File: src/rtl/i2s_pkg.sv
// Shared definitions for the I2S capture/transmit pair: state encoding,
// word-clock polarity and the default sample width.
package i2s_pkg;

    // Receiver frame-tracking states.
    typedef enum logic [1:0] {
        SYNC  = 2'd0,
        LEFT  = 2'd1,
        RIGHT = 2'd2
    } i2s_state_e;

    // Word clock level that marks the left channel slot.
    localparam logic LR_LEFT = 1'b0;

    // Default sample width per channel, shared with i2s_tx.
    localparam int I2S_BITSIZE = 16;

endpackage

File: src/rtl/i2s_capture_sync_edge.sv
// Two-flop synchroniser with a rising-edge detector on the synchronised
// level. The pulse is high for exactly one clk_i cycle per input rise.
module i2s_sync_edge (
    input  logic clk_i,
    input  logic rst_i,
    input  logic d_i,
    output logic rise_o
);

    logic meta_q;
    logic sync_q;
    logic dly_q;

    // Metastability stages followed by one delay flop for edge detection.
    always_ff @(posedge clk_i or posedge rst_i) begin
        if (rst_i) begin
            meta_q <= 1'b0;
            sync_q <= 1'b0;
            dly_q  <= 1'b0;
        end else begin
            meta_q <= d_i;
            sync_q <= meta_q;
            dly_q  <= sync_q;
        end
    end

    assign rise_o = sync_q & ~dly_q;

endmodule

File: src/rtl/i2s_capture.sv
// I2S receiver: oversamples BCLK/ADCLRC/ADCDAT in the clk domain and presents
// left/right samples with a one-cycle valid strobe once a full pair is in.
//
// state | meaning
// ------+---------------------------------------------------------------
// SYNC  | not tracking; waiting for the first word-clock transition
// LEFT  | shifting bits of the left-channel word (lrclk low)
// RIGHT | shifting bits of the right-channel word (lrclk high)
module i2s_capture
    import i2s_pkg::*;
#(
    parameter int BITSIZE = I2S_BITSIZE,
    parameter int TIMEOUT = 1024
) (
    input  logic                      clk,
    input  logic                      rst,
    input  logic                      bclk,
    input  logic                      lrclk,
    input  logic                      sdata,
    output logic signed [BITSIZE-1:0] left_chan,
    output logic signed [BITSIZE-1:0] right_chan,
    output logic                      valid,
    output logic                      short_err,
    output logic                      locked
);

    localparam int CW = $clog2(BITSIZE + 1);
    localparam int WW = $clog2(TIMEOUT + 1);

    logic              brise;
    logic [1:0]        in_meta_q;
    logic [1:0]        in_sync_q;
    logic              lr_s;
    logic              sd_s;

    i2s_state_e        state_q;
    logic [BITSIZE-1:0] shift_q;
    logic [CW-1:0]     cnt_q;
    logic              lr_prev_q;
    logic              lr_ok_q;
    logic              left_seen_q;
    logic [BITSIZE-1:0] left_q;
    logic [BITSIZE-1:0] right_q;
    logic              valid_q;
    logic              short_q;
    logic              locked_q;
    logic [WW-1:0]     wd_q;

    logic              edge_det;
    logic              cnt_full;
    logic              wd_expire;
    logic [BITSIZE-1:0] shift_ins;
    logic [BITSIZE-1:0] word_d;
    logic [CW-1:0]     fill_cnt;
    logic              short_d;

    i2s_sync_edge u_bclk_sync (
        .clk_i  (clk),
        .rst_i  (rst),
        .d_i    (bclk),
        .rise_o (brise)
    );

    // Plain two-flop synchronisers for word clock and data; they line up
    // with the bclk path so both are stable when brise is seen.
    always_ff @(posedge clk or posedge rst) begin
        if (rst) begin
            in_meta_q <= 2'b00;
            in_sync_q <= 2'b00;
        end else begin
            in_meta_q <= {lrclk, sdata};
            in_sync_q <= in_meta_q;
        end
    end

    assign lr_s = in_sync_q[1];
    assign sd_s = in_sync_q[0];

    // lr_ok_q gates the first brise after reset/timeout so a stale lr_prev
    // cannot fake a transition when the stream starts mid-slot.
    assign edge_det  = brise && lr_ok_q && (lr_s != lr_prev_q);
    assign cnt_full  = (cnt_q >= CW'(BITSIZE));
    assign shift_ins = {shift_q[BITSIZE-2:0], sd_s};

    // Outgoing word on a transition: take the delay-slot bit if there is
    // room, then left-justify with zero LSBs if the slot came up short.
    always_comb begin
        word_d   = shift_q;
        fill_cnt = cnt_q;
        if (!cnt_full) begin
            word_d   = shift_ins;
            fill_cnt = cnt_q + 1'b1;
        end
        short_d = (fill_cnt < CW'(BITSIZE));
        if (short_d) begin
            word_d = word_d << (CW'(BITSIZE) - fill_cnt);
        end
    end

    // Watchdog: reloads on every brise, expires after TIMEOUT quiet cycles.
    // A brise in the expiry cycle wins because expiry requires !brise.
    always_ff @(posedge clk or posedge rst) begin
        if (rst) begin
            wd_q <= '0;
        end else if (brise) begin
            wd_q <= WW'(TIMEOUT);
        end else if (wd_q != '0) begin
            wd_q <= wd_q - 1'b1;
        end
    end

    assign wd_expire = !brise && (wd_q == WW'(1));

    // Frame tracking, deserialisation and registered outputs.
    always_ff @(posedge clk or posedge rst) begin
        if (rst) begin
            state_q     <= SYNC;
            shift_q     <= '0;
            cnt_q       <= '0;
            lr_prev_q   <= LR_LEFT;
            lr_ok_q     <= 1'b0;
            left_seen_q <= 1'b0;
            left_q      <= '0;
            right_q     <= '0;
            valid_q     <= 1'b0;
            short_q     <= 1'b0;
            locked_q    <= 1'b0;
        end else begin
            valid_q <= 1'b0;
            short_q <= 1'b0;
            if (brise) begin
                lr_prev_q <= lr_s;
                lr_ok_q   <= 1'b1;
                if (edge_det) begin
                    shift_q <= '0;
                    cnt_q   <= '0;
                    case (state_q)
                        SYNC: begin
                            locked_q <= 1'b1;
                            state_q  <= (lr_s == LR_LEFT) ? LEFT : RIGHT;
                        end
                        default: begin
                            short_q <= short_d;
                            if (lr_s != LR_LEFT) begin
                                left_q      <= word_d;
                                left_seen_q <= 1'b1;
                                state_q     <= RIGHT;
                            end else begin
                                right_q     <= word_d;
                                valid_q     <= left_seen_q;
                                left_seen_q <= 1'b0;
                                state_q     <= LEFT;
                            end
                        end
                    endcase
                end else if (state_q != SYNC && !cnt_full) begin
                    shift_q <= shift_ins;
                    cnt_q   <= cnt_q + 1'b1;
                end
            end else if (wd_expire) begin
                state_q     <= SYNC;
                locked_q    <= 1'b0;
                cnt_q       <= '0;
                shift_q     <= '0;
                left_seen_q <= 1'b0;
                lr_ok_q     <= 1'b0;
            end
        end
    end

    assign left_chan  = left_q;
    assign right_chan = right_q;
    assign valid      = valid_q;
    assign short_err  = short_q;
    assign locked     = locked_q;

endmodule
File: config.mk
export PLATFORM = sky130hd
export DESIGN_NAME = i2s_capture
export DESIGN_NICKNAME = d
export VERILOG_FILES = /design/src/rtl/i2s_pkg.sv /design/src/rtl/i2s_capture_sync_edge.sv /design/src/rtl/i2s_capture.sv
export SDC_FILE = /design/constraint.sdc
export NUM_CORES = 1
export LEC_CHECK = 0
export BUFFER_PORTS_ARGS = -buffer_cell sky130_fd_sc_hd__buf_2
export CORE_MARGIN = 2
export CORE_UTILIZATION = 65
export CTS_BUF_LIST = sky130_fd_sc_hd__clkbuf_4
export CTS_CLUSTER_DIAMETER = 80
export DETAILED_ROUTE_END_ITERATION = 10
export HOLD_SLACK_MARGIN = 0.03
export PLACE_DENSITY = 0.86
export SKIP_LAST_GASP = 1
export SLEW_MARGIN = 40
export SYNTH_ARGS = -nofsm -noshare
export SYNTH_HDL_FRONTEND = slang
export SYNTH_SLANG_ARGS = --single-unit
File: constraint.sdc
create_clock -name clk -period 5.7 [get_ports clk]
set_clock_uncertainty 0.1 [all_clocks]
set_input_delay 0.855 -clock clk [delete_from_list [all_inputs] [get_ports clk]]
set_output_delay 0.855 -clock clk [all_outputs]
set_load 0.1 [all_outputs]
== Yosys cells after proc, flatten, opt, wreduce, memory -nomap -nowiden ==
Index checks and enable logic that the tools add are counted.
Word-level totals
  bits in registers: 79
  latch bits: 0
  bits in writable memories: 0
  bits in read-only memories: 0
  input bits: 5
  output and inout port bits: 35
  logic and storage cells: 83
  memories kept: 0
Cells by class
  add/sub/neg operators: 3
  multipliers: 0
  divide/modulo/power cells: 0
  order comparisons: 2
  eq/ne operators: 6
  shifts and indexed selects: 1
  muxes and demuxes: 33
  bitwise gates (word level): 4
  reduce and logical (&&, ||, !) cells: 17
Operator list (number)
  two-way mux 16 bit: 6
  two-way mux 5 bit: 5
  two-way mux 11 bit: 2
  two-way mux 1 bit: 16
  << shifter 16 x 5 -> 16 bit: 1
  == test 11 x 1 -> 1 bit (second input constant): 1
  nonzero test 11 bit: 1
  subtractor 11 x 1 -> 11 bit (second input constant): 1
  two-way mux 2 bit: 4
  AND reduction 4 bit: 2
  AND reduction 3 bit: 2
  nonzero test 2 bit: 3
  adder 5 x 1 -> 5 bit (second input constant): 1
  >= comparator 5 bit (second input constant): 1
  < comparator 5 bit (second input constant): 1
  subtractor 5 bit (first input constant): 1
  logical AND 1 bit: 4
  inequality test 2 x 1 -> 1 bit (second input constant): 2
  AND reduction 2 bit: 2
  inequality test 3 x 1 -> 1 bit (second input constant): 1
  inverter 1 bit: 3
  zero test 1 bit: 2
  zero test 2 bit: 1
  inequality test 2 bit (second input constant): 1
  2 further kinds: 2

== Longest topological paths before layout ==
  depth in word-level cells: 6
  mapped depth: 13
  gate-level depth less buffers: 10

== By module ==
From an unflattened synthesis, not the netlist that was laid out.
Second synthesis, totals
  cell total of the unflattened synthesis: 406
  area, all modules: 4455.5 sq um
By module, submodules not included
  i2s_capture: instances 1, cells an instance 401, area an instance 4362.9 sq um, sequential area each 1901.8 sq um
  i2s_sync_edge: instances 1, cells an instance 5, area an instance 92.6 sq um, sequential area each 75.1 sq um

== Least setup slack after synthesis ==
OpenSTA, ideal clock, no wires.
  kind: reg2reg
  start point: register cnt_q[4]
  end point: register left_q[14], in the netlist left_chan[14]
  setup time: 0.125 ns
  data arrival time: 3.341 ns
  data required time: 5.475 ns
  path slack: 2.134 ns
  cell stages (with the launch flop): 14
  path buffers: 5
  cells stage by stage: dfrtp_1 buf_6 buf_2 buf_2 buf_1 mux2i_1 ha_1 xnor2_2 xnor2_1 buf_4 mux4_2 nand3_1 o221ai_1 mux2_2
On the way
  longest elaborated chain between the ends: 5
  elaborated cells on any way between the ends: 8
  those cells by class: add/sub: 2; order compare: 2; shift: 1; mux: 3
RTL lines
  start, declared: RTL line i2s_capture.sv:38  | logic [CW-1:0] cnt_q;
  start signal, assigned: RTL line i2s_capture.sv:158  | cnt_q <= cnt_q + 1'b1;
  adder 5 x 1 -> 5 bit / >= comparator 5 bit (equally long branches): RTL line i2s_capture.sv:92, i2s_capture.sv:82
  two-way mux 5 bit: RTL line i2s_capture.sv:90  | if (!cnt_full) begin
  subtractor 5 bit: RTL line i2s_capture.sv:96  | word_d = word_d << (CW'(BITSIZE) - fill_cnt);
  << shifter 16 x 5 -> 16 bit: RTL line i2s_capture.sv:96
  two-way mux 16 bit *: RTL line i2s_capture.sv:95  | if (short_d) begin
  end signal, assigned: RTL line i2s_capture.sv:145  | left_q <= word_d;
  end, declared: RTL line i2s_capture.sv:42  | logic [BITSIZE-1:0] left_q;
Mark *: on every way between the ends. The rest lies on a longest branch, timed or not.
A chain may end at the register's enable or synchronous reset.

== Final worst setup path ==
  start point: register cnt_q[0]
  end point: register right_q[9], in the netlist right_chan[9]
On the way
  longest elaborated chain between the ends: 5
  elaborated cells on any way between the ends: 8
  those cells by class: add/sub: 2; order compare: 2; shift: 1; mux: 3
RTL lines
  adder 5 x 1 -> 5 bit / >= comparator 5 bit (equally long branches): RTL line i2s_capture.sv:92, i2s_capture.sv:82
  two-way mux 5 bit: RTL line i2s_capture.sv:90
  subtractor 5 bit: RTL line i2s_capture.sv:96
  << shifter 16 x 5 -> 16 bit: RTL line i2s_capture.sv:96
  two-way mux 16 bit *: RTL line i2s_capture.sv:95
  end signal, assigned: RTL line i2s_capture.sv:149  | right_q <= word_d;
  end, declared: RTL line i2s_capture.sv:43  | logic [BITSIZE-1:0] right_q;
Marks and branches as above.

==> results.tsv <==
metric	value	unit
Initial DRC Count	283	
period utilization	74.8	%
Worst Hold Endpoint	in_sync_q[0]	
CTS Root Cell	clkbuf_4	
IO buf count	39	
IO Pins	40	
Synth Area in XOR/XNOR	3.72	%
Design Power	2.19	mW
hold_sp	in_meta_q[0]	
Reg area	1980	um2
CORE AREA	6720	um2
Final ANT Viol Nets	0	
Initial Util	66.1	%
largest family of logic cells by synthesized area	multiplexers	
R2R Path End	right_chan[9]	
Arr. time, crit path	4.48	ns
initial antenna violation count	0	
post-synth cell types	53	
final hold vios	0	
final setup TNS	0	ns
max-slew violations	0	
Synth Register Bits	79	
Setup crit start	cnt_q[0]	
cell mode on critical path	ha_1	
Clock transition at path regs	0.12	ns
Final min period	4.27	ns
multi-input combinational cell area	2330	um2
ANT cells	0	
CP peak stage delay	0.73	ns
Top FF cell, synth	dfrtp_1	
crit-path max FO	23	
cell with the most instances after synthesis	dfrtp_1	
largest net degree at the start of global routing	49	
startpoint types	flop	
clock buffer count from CTS	9	
share of synthesized registers carrying an async set or reset	100	%
CTS H-tree depth	3	
CTS resizes	0	
sequential share of the synthesized area	44.5	%
status	finished clean	
Overall Global Routing Usage	26.7	%
Ys Warns	0	
multiplexer share of the synthesized area	25.2	%
clock sinks	79	
nets	449	
CTS Hold Bufs	0	
WL/cell	17.9	um
Syn Nets	417	
Cell Area, Synth	4440	um2
synth cell count leaders	dfrtp_1 (79), mux2_2 (45), mux2i_1 (39), nand2_1 (38), o21ai_0 (27)	
post-synthesis compound-gate area fraction	10.1	%
vias in the first global route	3084	
chip height	86.7	um
Post-Synth Simple-Gate Area	11.4	%
relative slew slack	45.2	%
share of cells above drive strength 1	28.3	%
RSZ-0062 raised after global routing	false	
Synth area leaders	dfrtp_1 (44%), mux2_2 (11%), mux2i_1 (8.8%), mux4_2 (4.1%), nand2_1 (3.2%)	
GR Overflow Total	0	
Post-Synthesis Cells	406	
CTS tree	built	
clock latency on the worst-skew pair	0.43	ns
Area Overhead vs Synth	8.39	%
final wirelength	9.35	mm
P_leak	2.19	nW
Reg-to-Reg Start	cnt_q[0]	
critical path required time	5.91	ns
WHS Path Cells	0	
max cap viols	0	
Pwr Density	454	nW/um2
Setup crit end kind	flop	
Yosys top cell area share	44.5	%
Remaining DRCs	0	
routability cong.	0.964	
Final setup viols	0	
syn avg cell area	10.9	um2
Post-synth EDFFs	0	
setup bufs post-CTS	0	
drt pass-1 iters	5	
total number of vias	3257	
Achievable Freq	234	MHz
first-pass GRT wire length	15.4	mm
VDD IR max	0.249	mV
placed wire-length estimate	6.84	mm
HP Class	flop to flop	
CP max-delay cell	dfrtp_1	
Crit Path Class	flop to flop	
Worst-Margin Slew	0.815	ns
Reg2Reg Setup Slack	1.43	ns
Filler cells	466	
area leader, netlist	dfrtp_1	
Rows	30	
R2R cell count	11	
Die Outline Area	7510	um2
Max Buffers Root-to-Sink	2	
Via-to-Cell Ratio	6.24	
die width	86.7	um
Synth Area in Adders	1.69	%
worst path cell trace	clkinv_1 > ha_1 > mux2i_1 > ha_1 > xnor2_2 > xnor2_1 > buf_4 > mux4_2 > mux2_2 > o2bb2ai_1 > mux2_4	
metal layers:
metal  vias to the layer above  wire length [um]  GRT usage (%)
li1                       1535                 -              -
met1                      1604              4140           36.8
met2                        99              4640           42.8
met3                        19               409           4.48
met4                         0               159           10.1
met5                         -                 0              0
sequential cells by signal, summed over array words and instances (netlist names):
signal	cells
cnt_q	5
in_meta_q	2
in_sync_q	2
left_chan	16
left_seen_q	1
locked	1
lr_ok_q	1
lr_prev_q	1
right_chan	16
shift_q	16
short_err	1
state_q	2
u_bclk_sync.dly_q	1
u_bclk_sync.meta_q	1
u_bclk_sync.sync_q	1
valid	1
wd_q	11
through the flow:
step	area, um2	setup WS [ns]	hold WS, ns	instances	utilization [%]
finish	4820	1.43	0.264	522	71.7
global route	4820	1.15	0.279	522	71.7
detailed placement	4690	1.47	0.238	507	69.7
floorplan	4440	2.13	0.231	406	-
CTS	4810	1.43	0.268	522	71.6
global placement	4680	1.66	0.233	507	69.6
report_power, final:
group / total (mW) / switching [mW] / internal, mW
Clock: 0.318 / 0.188 / 0.130
Sequential: 0.743 / 0.0872 / 0.656
Combinational: 1.13 / 0.781 / 0.344
Total: 2.19 / 1.06 / 1.13
how the worst max path moves through the flow:
| stage | endpoint | slack [ns] | depth (start not counted) |
|---|---|---|---|
| 3_5_place_dp | right_chan[9] | 1.47 | 11 |
| 4_1_cts | right_chan[9] | 1.43 | 11 |
| 5_1_grt | right_chan[9] | 1.15 | 11 |
| 6_report | right_chan[9] | 1.43 | 11 |
| 2_1_floorplan | left_chan[14] | 2.13 | 13 |
| 3_3_place_gp | left_chan[9] | 1.66 | 11 |
placed cells by master, fill, tap and decap left out, drive strengths merged, types with 2 or more instances in the layout:
| master | synthesis | final |
|---|---|---|
| dfrtp | 79 | 79 |
| mux2 | 47 | 47 |
| buf | 10 | 44 |
| mux2i | 40 | 40 |
| nand2 | 38 | 38 |
| o21ai | 28 | 28 |
| nor2 | 21 | 21 |
| xnor2 | 11 | 11 |
| inv | 10 | 11 |
| a22o | 10 | 10 |
| a21oi | 10 | 10 |
| nor3 | 10 | 10 |
| clkbuf | 13 | 9 |
| nand3 | 8 | 8 |
| o22ai | 8 | 8 |
| mux4 | 8 | 8 |
| xor2 | 7 | 7 |
| o221ai | 6 | 6 |
| ha | 6 | 6 |
| nand2b | 4 | 4 |
| clkinv | 1 | 4 |
| or3 | 3 | 3 |
| nor4 | 3 | 3 |
| nor2b | 3 | 3 |
| and2 | 2 | 2 |
| o2bb2ai | 2 | 2 |
| or4b | 2 | 2 |
cell families (layout without fill, tap and decap cells):
group,after synthesis,after routing
AND/OR/NAND/NOR,103,103
multiplexers,95,95
buffers and inverters,34,70
XOR/XNOR,18,18
AO/OA/AOI/OAI,71,71
adder cells (fa/ha/maj),6,6
flip-flops,79,79
worst max-delay path: cells and delay by family, from the launching register on:
family,cells,cell delay (ns)
AOI/OAI and AO/OA,1,0.13
xor gates and xnor gates,2,0.34
adders and majority gates,2,0.80
buffers and inverters,2,0.87
DFF,1,0.73
muxes,4,1.18
layout make-up:
class / count / area share, %
Clock buffer: 9 / 1.40
Sequential cell: 79 / 41.1
Multi-Input combinational cell: 293 / 48.5
Tap cell: 80 / 2.08
Timing Repair Buffer: 44 / 4.83
Clock inverter: 6 / 1.25
Inverter: 11 / 0.857
Power figures use the tool's default switching activity.
